`src/rtl/regfile_pkg.sv`:
```
// Shared definitions for the multi-port integer register file: defaults,
// address-width helper and the write-port priority selector.
package regfile_pkg;

    localparam int unsigned XLEN_DEF  = 32;
    localparam int unsigned NREG_DEF  = 32;
    localparam int unsigned ZERO_ADDR = 0;

    // Upper bound on write ports handled by the priority selector
    localparam int unsigned MAX_WR = 8;
    localparam int unsigned WSEL_W = 3;

    typedef struct packed {
        logic              hit;
        logic [WSEL_W-1:0] idx;
    } wsel_t;

    function automatic int unsigned addr_w(input int unsigned n);
        return (n <= 2) ? 1 : unsigned'($clog2(n));
    endfunction

    // Highest-indexed asserted hit wins
    function automatic wsel_t wr_select(input logic [MAX_WR-1:0] hits);
        wsel_t s;
        s = '0;
        for (int i = 0; i < MAX_WR; i++) begin
            if (hits[i]) begin
                s.hit = 1'b1;
                s.idx = WSEL_W'(i);
            end
        end
        return s;
    endfunction

endpackage

```
`src/rtl/regfile_mp_sb_if.sv`:
```
// Operand read, writeback and issue/flush signals between the pipeline and
// the register file.
interface regfile_mp_sb_if
    import regfile_pkg::*;
#(
    parameter int unsigned XLEN = XLEN_DEF,
    parameter int unsigned AW   = 5,
    parameter int unsigned NRD  = 2,
    parameter int unsigned NWR  = 1
);
    logic [NRD*AW-1:0]   rd_addr;
    logic [NRD*XLEN-1:0] rd_data;
    logic [NRD-1:0]      rd_busy;
    logic [NWR-1:0]      wr_en;
    logic [NWR*AW-1:0]   wr_addr;
    logic [NWR*XLEN-1:0] wr_data;
    logic                iss_en;
    logic [AW-1:0]       iss_addr;
    logic                flush;
    logic [AW:0]         busy_cnt;

    modport master (
        output rd_addr, wr_en, wr_addr, wr_data, iss_en, iss_addr, flush,
        input  rd_data, rd_busy, busy_cnt
    );

    modport slave (
        input  rd_addr, wr_en, wr_addr, wr_data, iss_en, iss_addr, flush,
        output rd_data, rd_busy, busy_cnt
    );
endinterface

```
`src/rtl/regfile_mp_sb_scoreboard.sv`:
```
// Per-register busy bits: issue sets, writeback clears, flush clears all,
// plus a registered population count.
module rf_scoreboard
    import regfile_pkg::*;
#(
    parameter int unsigned NREG     = NREG_DEF,
    parameter int unsigned AW       = 5,
    parameter int unsigned NWR      = 1,
    parameter int unsigned ZERO_REG = 1
)(
    input  logic              clk,
    input  logic              rst,
    input  logic              flush,
    input  logic              iss_en,
    input  logic [AW-1:0]     iss_addr,
    input  logic [NWR-1:0]    wr_eff,
    input  logic [NWR*AW-1:0] wr_addr,
    output logic [NREG-1:0]   busy,
    output logic [NREG-1:0]   clr_c,
    output logic [NREG-1:0]   set_c,
    output logic [AW:0]       busy_cnt
);
    localparam int unsigned CW = AW + 1;

    logic [NREG-1:0] busy_nxt_c;
    logic [CW-1:0]   cnt_nxt_c;

    // Decode this cycle's set and clear requests
    always_comb begin
        clr_c = '0;
        set_c = '0;
        for (int w = 0; w < NWR; w++) begin
            if (wr_eff[w]) clr_c[wr_addr[w*AW +: AW]] = 1'b1;
        end
        if (iss_en && !(ZERO_REG != 0 && iss_addr == AW'(ZERO_ADDR)))
            set_c[iss_addr] = 1'b1;
    end

    // Flush beats issue; issue beats writeback clear of the same register
    always_comb begin
        busy_nxt_c = flush ? '0 : ((busy & ~clr_c) | set_c);
        cnt_nxt_c  = '0;
        for (int r = 0; r < NREG; r++) cnt_nxt_c = cnt_nxt_c + CW'(busy_nxt_c[r]);
    end

    always_ff @(posedge clk or posedge rst) begin
        if (rst) begin
            busy     <= '0;
            busy_cnt <= '0;
        end else begin
            busy     <= busy_nxt_c;
            busy_cnt <= cnt_nxt_c;
        end
    end

endmodule

```
`src/rtl/regfile_mp_sb.sv`:
```
// Multi-port integer register file with hardwired x0, prioritised writes,
// optional write-to-read bypass and a busy scoreboard.
module regfile_mp_sb
    import regfile_pkg::*;
#(
    parameter int unsigned XLEN     = XLEN_DEF,
    parameter int unsigned NREG     = NREG_DEF,
    parameter int unsigned NRD      = 2,
    parameter int unsigned NWR      = 1,
    parameter int unsigned BYPASS   = 1,
    parameter int unsigned ZERO_REG = 1
)(
    input  logic           clk,
    input  logic           rst,
    regfile_mp_sb_if.slave bus
);
    localparam int unsigned AW = addr_w(NREG);

    logic [XLEN-1:0] regs [NREG];
    logic [NWR-1:0]  wr_eff_c;
    logic [NREG-1:0] busy;
    logic [NREG-1:0] clr_c;
    logic [NREG-1:0] set_c;

    // Writes to x0 are dropped everywhere, including bypass and scoreboard
    always_comb begin
        wr_eff_c = '0;
        for (int w = 0; w < NWR; w++) begin
            wr_eff_c[w] = bus.wr_en[w] &&
                          !(ZERO_REG != 0 && bus.wr_addr[w*AW +: AW] == AW'(ZERO_ADDR));
        end
    end

    // Later ports overwrite earlier ones, so the highest index wins
    always_ff @(posedge clk or posedge rst) begin
        if (rst) begin
            for (int r = 0; r < NREG; r++) regs[r] <= '0;
        end else begin
            for (int w = 0; w < NWR; w++) begin
                if (wr_eff_c[w]) regs[bus.wr_addr[w*AW +: AW]] <= bus.wr_data[w*XLEN +: XLEN];
            end
        end
    end

    rf_scoreboard #(
        .NREG     (NREG),
        .AW       (AW),
        .NWR      (NWR),
        .ZERO_REG (ZERO_REG)
    ) u_sb (
        .clk      (clk),
        .rst      (rst),
        .flush    (bus.flush),
        .iss_en   (bus.iss_en),
        .iss_addr (bus.iss_addr),
        .wr_eff   (wr_eff_c),
        .wr_addr  (bus.wr_addr),
        .busy     (busy),
        .clr_c    (clr_c),
        .set_c    (set_c),
        .busy_cnt (bus.busy_cnt)
    );

    for (genvar p = 0; p < NRD; p++) begin : g_rd
        logic [AW-1:0]     addr_c;
        logic [MAX_WR-1:0] hits_c;
        wsel_t             sel_c;
        logic [XLEN-1:0]   fwd_c;
        logic              is_zero_c;
        logic              use_fwd_c;

        assign addr_c    = bus.rd_addr[p*AW +: AW];
        assign is_zero_c = (ZERO_REG != 0) && (addr_c == AW'(ZERO_ADDR));

        // Pick the highest-indexed same-cycle write to this address
        always_comb begin
            hits_c = '0;
            fwd_c  = '0;
            for (int w = 0; w < NWR; w++) begin
                hits_c[w] = wr_eff_c[w] && (bus.wr_addr[w*AW +: AW] == addr_c);
            end
            sel_c = wr_select(hits_c);
            for (int w = 0; w < NWR; w++) begin
                if (sel_c.idx == WSEL_W'(w)) fwd_c = bus.wr_data[w*XLEN +: XLEN];
            end
        end

        // Writes during reset are lost, so they must not be forwarded either
        assign use_fwd_c = (BYPASS != 0) && !rst && sel_c.hit;

        assign bus.rd_data[p*XLEN +: XLEN] = is_zero_c ? '0 :
                                             use_fwd_c ? fwd_c : regs[addr_c];

        assign bus.rd_busy[p] = busy[addr_c] &&
                                !((BYPASS != 0) && clr_c[addr_c] && !set_c[addr_c]);
    end

endmodule

```
`src/flat_wrapper.sv`:
```
// flat-port wrapper written by rule: the top's interface ports become plain ports
module regfile_mp_sb_flat import regfile_pkg::*;
#(
    parameter int unsigned XLEN     = XLEN_DEF,
    parameter int unsigned NREG     = NREG_DEF,
    parameter int unsigned NRD      = 2,
    parameter int unsigned NWR      = 1,
    parameter int unsigned BYPASS   = 1,
    parameter int unsigned ZERO_REG = 1
)
  (clk, rst, bus_rd_addr, bus_wr_en, bus_wr_addr, bus_wr_data, bus_iss_en, bus_iss_addr, bus_flush, bus_rd_data, bus_rd_busy, bus_busy_cnt);
  regfile_mp_sb_if #(.XLEN(XLEN), .AW((5)), .NRD(NRD), .NWR(NWR)) bus_i ();
  input  logic clk;
  input  logic rst;
  input wire logic [$bits(bus_i.rd_addr)-1:0] bus_rd_addr;
  input wire logic [$bits(bus_i.wr_en)-1:0] bus_wr_en;
  input wire logic [$bits(bus_i.wr_addr)-1:0] bus_wr_addr;
  input wire logic [$bits(bus_i.wr_data)-1:0] bus_wr_data;
  input wire logic [$bits(bus_i.iss_en)-1:0] bus_iss_en;
  input wire logic [$bits(bus_i.iss_addr)-1:0] bus_iss_addr;
  input wire logic [$bits(bus_i.flush)-1:0] bus_flush;
  output wire logic [$bits(bus_i.rd_data)-1:0] bus_rd_data;
  output wire logic [$bits(bus_i.rd_busy)-1:0] bus_rd_busy;
  output wire logic [$bits(bus_i.busy_cnt)-1:0] bus_busy_cnt;
  assign bus_i.rd_addr = bus_rd_addr;
  assign bus_i.wr_en = bus_wr_en;
  assign bus_i.wr_addr = bus_wr_addr;
  assign bus_i.wr_data = bus_wr_data;
  assign bus_i.iss_en = bus_iss_en;
  assign bus_i.iss_addr = bus_iss_addr;
  assign bus_i.flush = bus_flush;
  assign bus_rd_data = bus_i.rd_data;
  assign bus_rd_busy = bus_i.rd_busy;
  assign bus_busy_cnt = bus_i.busy_cnt;
  regfile_mp_sb #(.XLEN(XLEN), .NREG(NREG), .NRD(NRD), .NWR(NWR), .BYPASS(BYPASS), .ZERO_REG(ZERO_REG)) u_core (.clk(clk), .rst(rst), .bus(bus_i));
endmodule
```
`config.mk`:
```
export PLATFORM = sky130hd
export DESIGN_NAME = regfile_mp_sb_flat
export DESIGN_NICKNAME = d
export VERILOG_FILES = /design/src/rtl/regfile_pkg.sv /design/src/rtl/regfile_mp_sb_if.sv /design/src/rtl/regfile_mp_sb_scoreboard.sv /design/src/rtl/regfile_mp_sb.sv /design/src/flat_wrapper.sv
export SDC_FILE = /design/constraint.sdc
export NUM_CORES = 2
export LEC_CHECK = 0
export CORE_MARGIN = 2
export CORE_UTILIZATION = 45
export CTS_BUF_LIST = sky130_fd_sc_hd__clkbuf_4 sky130_fd_sc_hd__clkbuf_8
export DETAILED_ROUTE_END_ITERATION = 6
export SETUP_SLACK_MARGIN = 0.4
export SLEW_MARGIN = 0
export SYNTH_ARGS = -nofsm -noshare
export SYNTH_HDL_FRONTEND = slang
export SYNTH_HIERARCHICAL = 1
export SYNTH_SLANG_ARGS = --single-unit
```
`constraint.sdc`:
```
create_clock -name clk -period 31.3 [get_ports clk]
set_input_delay 3.13 -clock clk [delete_from_list [all_inputs] [get_ports clk]]
set_output_delay 3.13 -clock clk [all_outputs]
set_load 0.01 [all_outputs]
```
Word level (Yosys, flattened, before mapping):

Cells that the tools add are included.

* register bits: 1062
* input port bits: 57
* output and inout bits: 72
* logic and storage cells: 145

* add/subtract/negate cells: 31
* magnitude comparators: 10
* equality and inequality tests: 2
* mux-type cells: 36
* bitwise gates (word level): 6
* reductions and logical operators: 26

Operator list (number)
* 1024-bit bitwise mux: 1
* 32-bit two-way mux: 14
* 32-bit binary-select mux with 5-bit select: 2
* 32-bit demux with 5-bit select: 1
* 6-bit by 1-bit adder with 6-bit output: 26
* 32-bit bitwise AND: 1
* 32-bit inverter: 1
* 32-bit OR: 1
* 1-bit binary-select mux with 5-bit select: 6
* 5-bit by 6-bit < comparator with 1-bit output, second input constant: 4
* 5-bit zero test: 4
* 6-bit >= comparator, second input constant: 3
* 5-bit inverter with 6-bit output: 3
* 1-bit logical AND: 13
* 1-bit demux with 5-bit select: 2
* 5-bit == test: 2
* 5-bit by 1-bit >= comparator with 1-bit output, second input constant: 2
* 1-bit two-way mux: 8
* 4-bit two-way mux: 2
* 1-bit zero test: 7
* 5-bit by 1-bit adder with 6-bit output: 1
* 3-bit zero test: 2
* 6-bit by 1-bit < comparator with 1-bit output, second input constant: 1
* 4-bit by 1-bit adder with 5-bit output: 1
* other kinds (3): 3

Logic depth before layout (Yosys ltp):

* depth in word-level cells: 40
* gate-level depth with buffers: 24
* gate-level depth less buffers: 22

Modules after synthesis:

The synthesis kept the hierarchy.

By module, submodules not included
* regfile_mp_sb: instances 1, cells each 4137, area each 56207.7 um^2, sequential area each 25624.6 um^2
* rf_scoreboard: instances 1, cells each 319, area each 2762.6 um^2, sequential area each 950.9 um^2

Worst setup path before layout:

OpenSTA, ideal clock, no wires.

* kind: input to register
* from: input port bus_wr_addr[0]
* to: register u_core.u_sb.busy_cnt[4]
* setup time: 80 ps
* arrival: 8447 ps
* data required time: 31220 ps
* setup slack: 22773 ps
* stages on the path: 23
* buffers on the path: 2
* cells stage by stage: buf_2 -> nor2_1 -> a21bo_2 -> inv_1 -> nand3_1 -> buf_2 -> o21ai_0 -> a21oi_1 -> fa_1 -> inv_1 -> fa_1 -> inv_1 -> fa_1 -> inv_1 -> fa_1 -> fa_1 -> inv_1 -> fa_1 -> ha_1 -> fa_1 -> a21o_1 -> a21oi_1 -> xnor2_1

* elaborated cells on any way between the ends: 44
* classes of those cells: 31 x add/sub; 2 x order compare; 4 x mux; 3 x bitwise; 4 x reduce/logical

RTL lines
* from (decl): RTL line flat_wrapper.sv:17 `input wire logic [$bits(bus_i.wr_addr)-1:0] bus_wr_addr;`
* 5-bit zero test: RTL line regfile_mp_sb.sv:30 `!(ZERO_REG != 0 && bus.wr_addr[w*AW +: AW] == AW'(ZERO_ADDR));`
* 1-bit zero test: RTL line regfile_mp_sb.sv:30
* 1-bit logical AND: RTL line regfile_mp_sb.sv:29 `wr_eff_c[w] = bus.wr_en[w] &&`
* via u_core.wr_eff_c: RTL line regfile_mp_sb.sv:20 `logic [NWR-1:0] wr_eff_c;`
* 32-bit two-way mux: RTL line regfile_mp_sb_scoreboard.sv:33 `if (wr_eff[w]) clr_c[wr_addr[w*AW +: AW]] = 1'b1;`
* 32-bit inverter: RTL line regfile_mp_sb_scoreboard.sv:41 `busy_nxt_c = flush ? '0 : ((busy & ~clr_c) | set_c);`
* 32-bit bitwise AND: RTL line regfile_mp_sb_scoreboard.sv:41
* 32-bit OR: RTL line regfile_mp_sb_scoreboard.sv:41
* 32-bit two-way mux: RTL line regfile_mp_sb_scoreboard.sv:41
* via u_core.u_sb.busy_nxt_c[27]: RTL line regfile_mp_sb_scoreboard.sv:25 `logic [NREG-1:0] busy_nxt_c;`
* 6-bit by 1-bit adder with 6-bit output (5 in a row): RTL line regfile_mp_sb_scoreboard.sv:43 `for (int r = 0; r < NREG; r++) cnt_nxt_c = cnt_nxt_c + CW'(busy_nxt_c[r]);`
* via u_core.u_sb.cnt_nxt_c[4]: RTL line regfile_mp_sb_scoreboard.sv:26 `logic [CW-1:0] cnt_nxt_c;`
* to (signal assigned): RTL line regfile_mp_sb_scoreboard.sv:52 `busy_cnt <= cnt_nxt_c;`
* to (decl): RTL line regfile_mp_sb_scoreboard.sv:21 `output logic [AW:0] busy_cnt`

The timed path passes the listed nets, and every way through them passes these cells.
A chain may end at the register's enable or synchronous reset.

Final worst setup path:

* from: input port bus_rd_addr[0]
* to: output port bus_rd_data[29]

* word-level cells in the longest chain between the ends: 6
* elaborated cells on any way between the ends: 11
* classes of those cells: 1 x eq/ne; 6 x mux; 1 x bitwise; 3 x reduce/logical

RTL lines
* from (decl): RTL line flat_wrapper.sv:15 `input wire logic [$bits(bus_i.rd_addr)-1:0] bus_rd_addr;`
* 5-bit inverter with 6-bit output (implied by the code) or 5-bit == test (tied branches): RTL line regfile_mp_sb.sv:92, regfile_mp_sb.sv:80
* 32-bit binary-select mux with 5-bit select or 1-bit logical AND (tied branches): RTL line regfile_mp_sb.sv:92, regfile_mp_sb.sv:80
* 32-bit two-way mux (implied by the code) or 4-bit two-way mux (tied branches): RTL line regfile_mp_sb.sv:92, regfile_pkg.sv:27
* 32-bit two-way mux (implied by the code) or 1-bit logical AND (tied branches): RTL line regfile_mp_sb.sv:92, regfile_mp_sb.sv:89
* 32-bit two-way mux: RTL line regfile_mp_sb.sv:92 `use_fwd_c ? fwd_c : regs[addr_c];`
* 32-bit two-way mux *: RTL line regfile_mp_sb.sv:91 `assign bus.rd_data[p*XLEN +: XLEN] = is_zero_c ? '0 :`
* to (decl): RTL line flat_wrapper.sv:22 `output wire logic [$bits(bus_i.rd_data)-1:0] bus_rd_data;`

Every way passes the cells marked *; elsewhere a longest branch is shown, timed or not. The select of a mux whose other input is x is not followed.

==> reports/metrics.csv <==
metric,value,unit
outcome,"finished, final reports clean",
Internal,2840,µW
Boundary Pins,129,
Placement Setup Slack,20290,ps
routed vias,40213,
drt initial violations,4410,
post-synthesis register bit count,1062,
setup TNS,0,ps
clock power share,33.9,%
sw power,1120,µW
unrepaired setup endpoints after global routing,no,
"antenna viol nets, final",0,
WHS Endpoint,u_core/regs[1021],
drt drc,0,
routed len/inst,31.0,µm
Synth Warn #,6,
reg2reg start,u_core/u_sb/busy[25],
Worst R2R Setup Slack,26170,ps
"Arr. time, crit path",7920,ps
crit path kind,primary input to primary output,
Hold Buf Count CTS,0,
first-pass GRT wire length,286000,µm
Final Hold Fails,0,
relative slew slack,19.8,%
fin crit share,35.3,%
"Seq/Total Area, Yosys",45.1,%
CP Data Required Time,28170,ps
Root Driver,clkbuf_8,
"top cells by area, synth","dfrtp_1, mux2_2, mux4_2",
H-Tree Level Count,4,
Post-synth ARST share,100,%
Congestion Overflow GR,0,
"Clk pin slew, worst setup/hold paths",60,ps
Final Max Slew Viols,0,
Max VDD drop,45.8,µV
Die Y,366,µm
pin count of the biggest net entering global routing,173,
placer congestion estimate,0.816,
min cycle time layout,11050,ps
max cap viols,0,
CTS tree,done,
final setup fails,0,
synthesized area per cell,13.2,µm²
RR Endpoint,u_core/u_sb/busy_cnt[4],
most instantiated cells after synthesis,"dfrtp_1, mux2_2, mux4_2",
Clock Latency Late Sink,900,ps
Slew @ Worst Pin,1200,ps
postcts setup bufs,0,
initial antenna violation count,4,
post-synth top area share,45.1,%
final WL,195000,µm
post-synth top area cell,dfrtp_1,
Total GRT Usage,28.9,%
dpl hpwl,104000,µm
Worst setup SP type,primary input,
"Primary FF master, synth",dfrtp_1,
layout cells sized above 1,42.0,%
Clock Skew,21.6,ps
floorplan core area,130000,µm²
Avg Vias per Cell,6.41,
CP max FO,41,
area delta synth->final,10.8,%
most common cell in the netlist,dfrtp_1,
PwrDens,60.7,nW/µm²
Starting Density,45.4,%
sequential power share,45.7,%
DIE AREA,134000,µm²
P_leak,0.0288,µW
combinational power share,20.5,%
post-synthesis net count,4544,
I/O Buffers,128,
Worst R2R Path Depth,17,
placement row count,132,
Post-CTS Resized,0,
Power Total,3960,µW
die span in x,366,µm
critical path capture point type,primary output,
clock buffer count from CTS,187,
clock sinks,1062,
mapped cell area,59000,µm²
router iterations before antenna repair,5,
Fmax achieved,90.5,MHz
HP Class,flop to flop,
Clock Path Buffers,3,
Mapped Cells,4456,
"Distinct cells, synth",66,
Final Net Count,4483,
switch share,28.3,%
fin worst setup slack,20250,ps
hold path depth,0,
hold_sp,u_core/regs[1021],
number of synthesized flops with an enable pin,0,
vias in the first global route,40910,
==> flip-flops by register name (all words and copies together), names as in the netlist <==
| signal | flops |
|---|---|
| u_core/regs | 1024 |
| u_core/u_sb/busy | 32 |
| u_core/u_sb/busy_cnt | 6 |
==> critical path, stage by stage <==
cell and delay [ps]:
buf_8 290, buf_4 580, buf_4 790, nor2b_4 430, buf_4 410, a22oi_1 240, nand3_1 120, o211ai_1 150
nor3_1 100, nor3_1 880, clkdlybuf4s50_1 700
==> layer usage <==
metal | global-route usage [%] | wire length, µm
met1 | 40.6 | 84100
met2 | 45.6 | 90900
met3 | 5.27 | 13600
met4 | 9.42 | 5920
met5 | 0 | 13
==> per-stage QoR <==
stage	hold slack (ps)	cells	util (%)	area [µm²]
after detailed placement	384	5948	47.3	61500
after global routing	408	6273	50.3	65300
final	395	6274	50.3	65300
after floorplan	439	4456	-	59000
after CTS	397	6271	50.3	65300
after global placement	377	5948	47.3	61500
==> placed cells by master, fill, tap and decap left out, drive strengths merged, types with 5 or more instances in the layout <==
cell type and n:
mux2i 339, nand3b 9, a21oi 42, nor2b 17
o211a 24, nor3b 10, a221oi 11, mux4 365
xor2 7, mux2 1039, nor2 180, nand3 49
o211ai 83, nand2 105, a21o 17, o22ai 58
ha 7, and3b 7, o21ai 106, nand2b 8
a211oi 26, clkinv 18, nor3 110, clkinvlp 5
clkbuf 298, xnor2 6, fa 24, dfrtp 1062
buf 114, or3b 5, inv 96, clkdlybuf4s50 118
o22a 8, a22oi 115
==> kinds of logic (layout without fill, tap and decap cells) <==
logic type      after synthesis  count (layout)  synth area share (%)
flops                      1062            1062                  45.1
xor+xnor                     13              13                 0.193
other cells                   1               4               0.00636
fa+ha+maj                    31              31                 0.963
buf+inv                     576             649                  4.13
simple gates                522             522                  4.17
compound gates              508             508                  5.94
mux                        1743            1743                  39.5
==> area by class of cell <==
cell class,count,area [µm²]
repair buffers,232,2140
multi-input cells,2818,30200
inverters,94,357
flip-flops and latches,1062,26600
clock buffers,298,3720
fillers,11338,64500
well taps,1742,2180
diodes,3,7.51
clock inverters,25,146
==> how the worst max path moves through the flow <==
stage,from,endpoint
after floorplan,rst,u_core/regs[0]
after global placement,bus_rd_addr[0],bus_rd_data[29]
after detailed placement,bus_rd_addr[0],bus_rd_data[29]
after CTS,bus_rd_addr[0],bus_rd_data[29]
after global routing,bus_rd_addr[0],bus_rd_data[29]
final,bus_rd_addr[0],bus_rd_data[29]
==> power by group through the flow <==
stage	clock (µW)	combinational [µW]	sequential [µW]
floorplan	0	629	1770
global placement	0	797	1810
detailed placement	0	811	1820
CTS	1370	813	1800
global route	1440	871	1840
finish	1340	812	1810
Power figures use the tool's default switching activity.
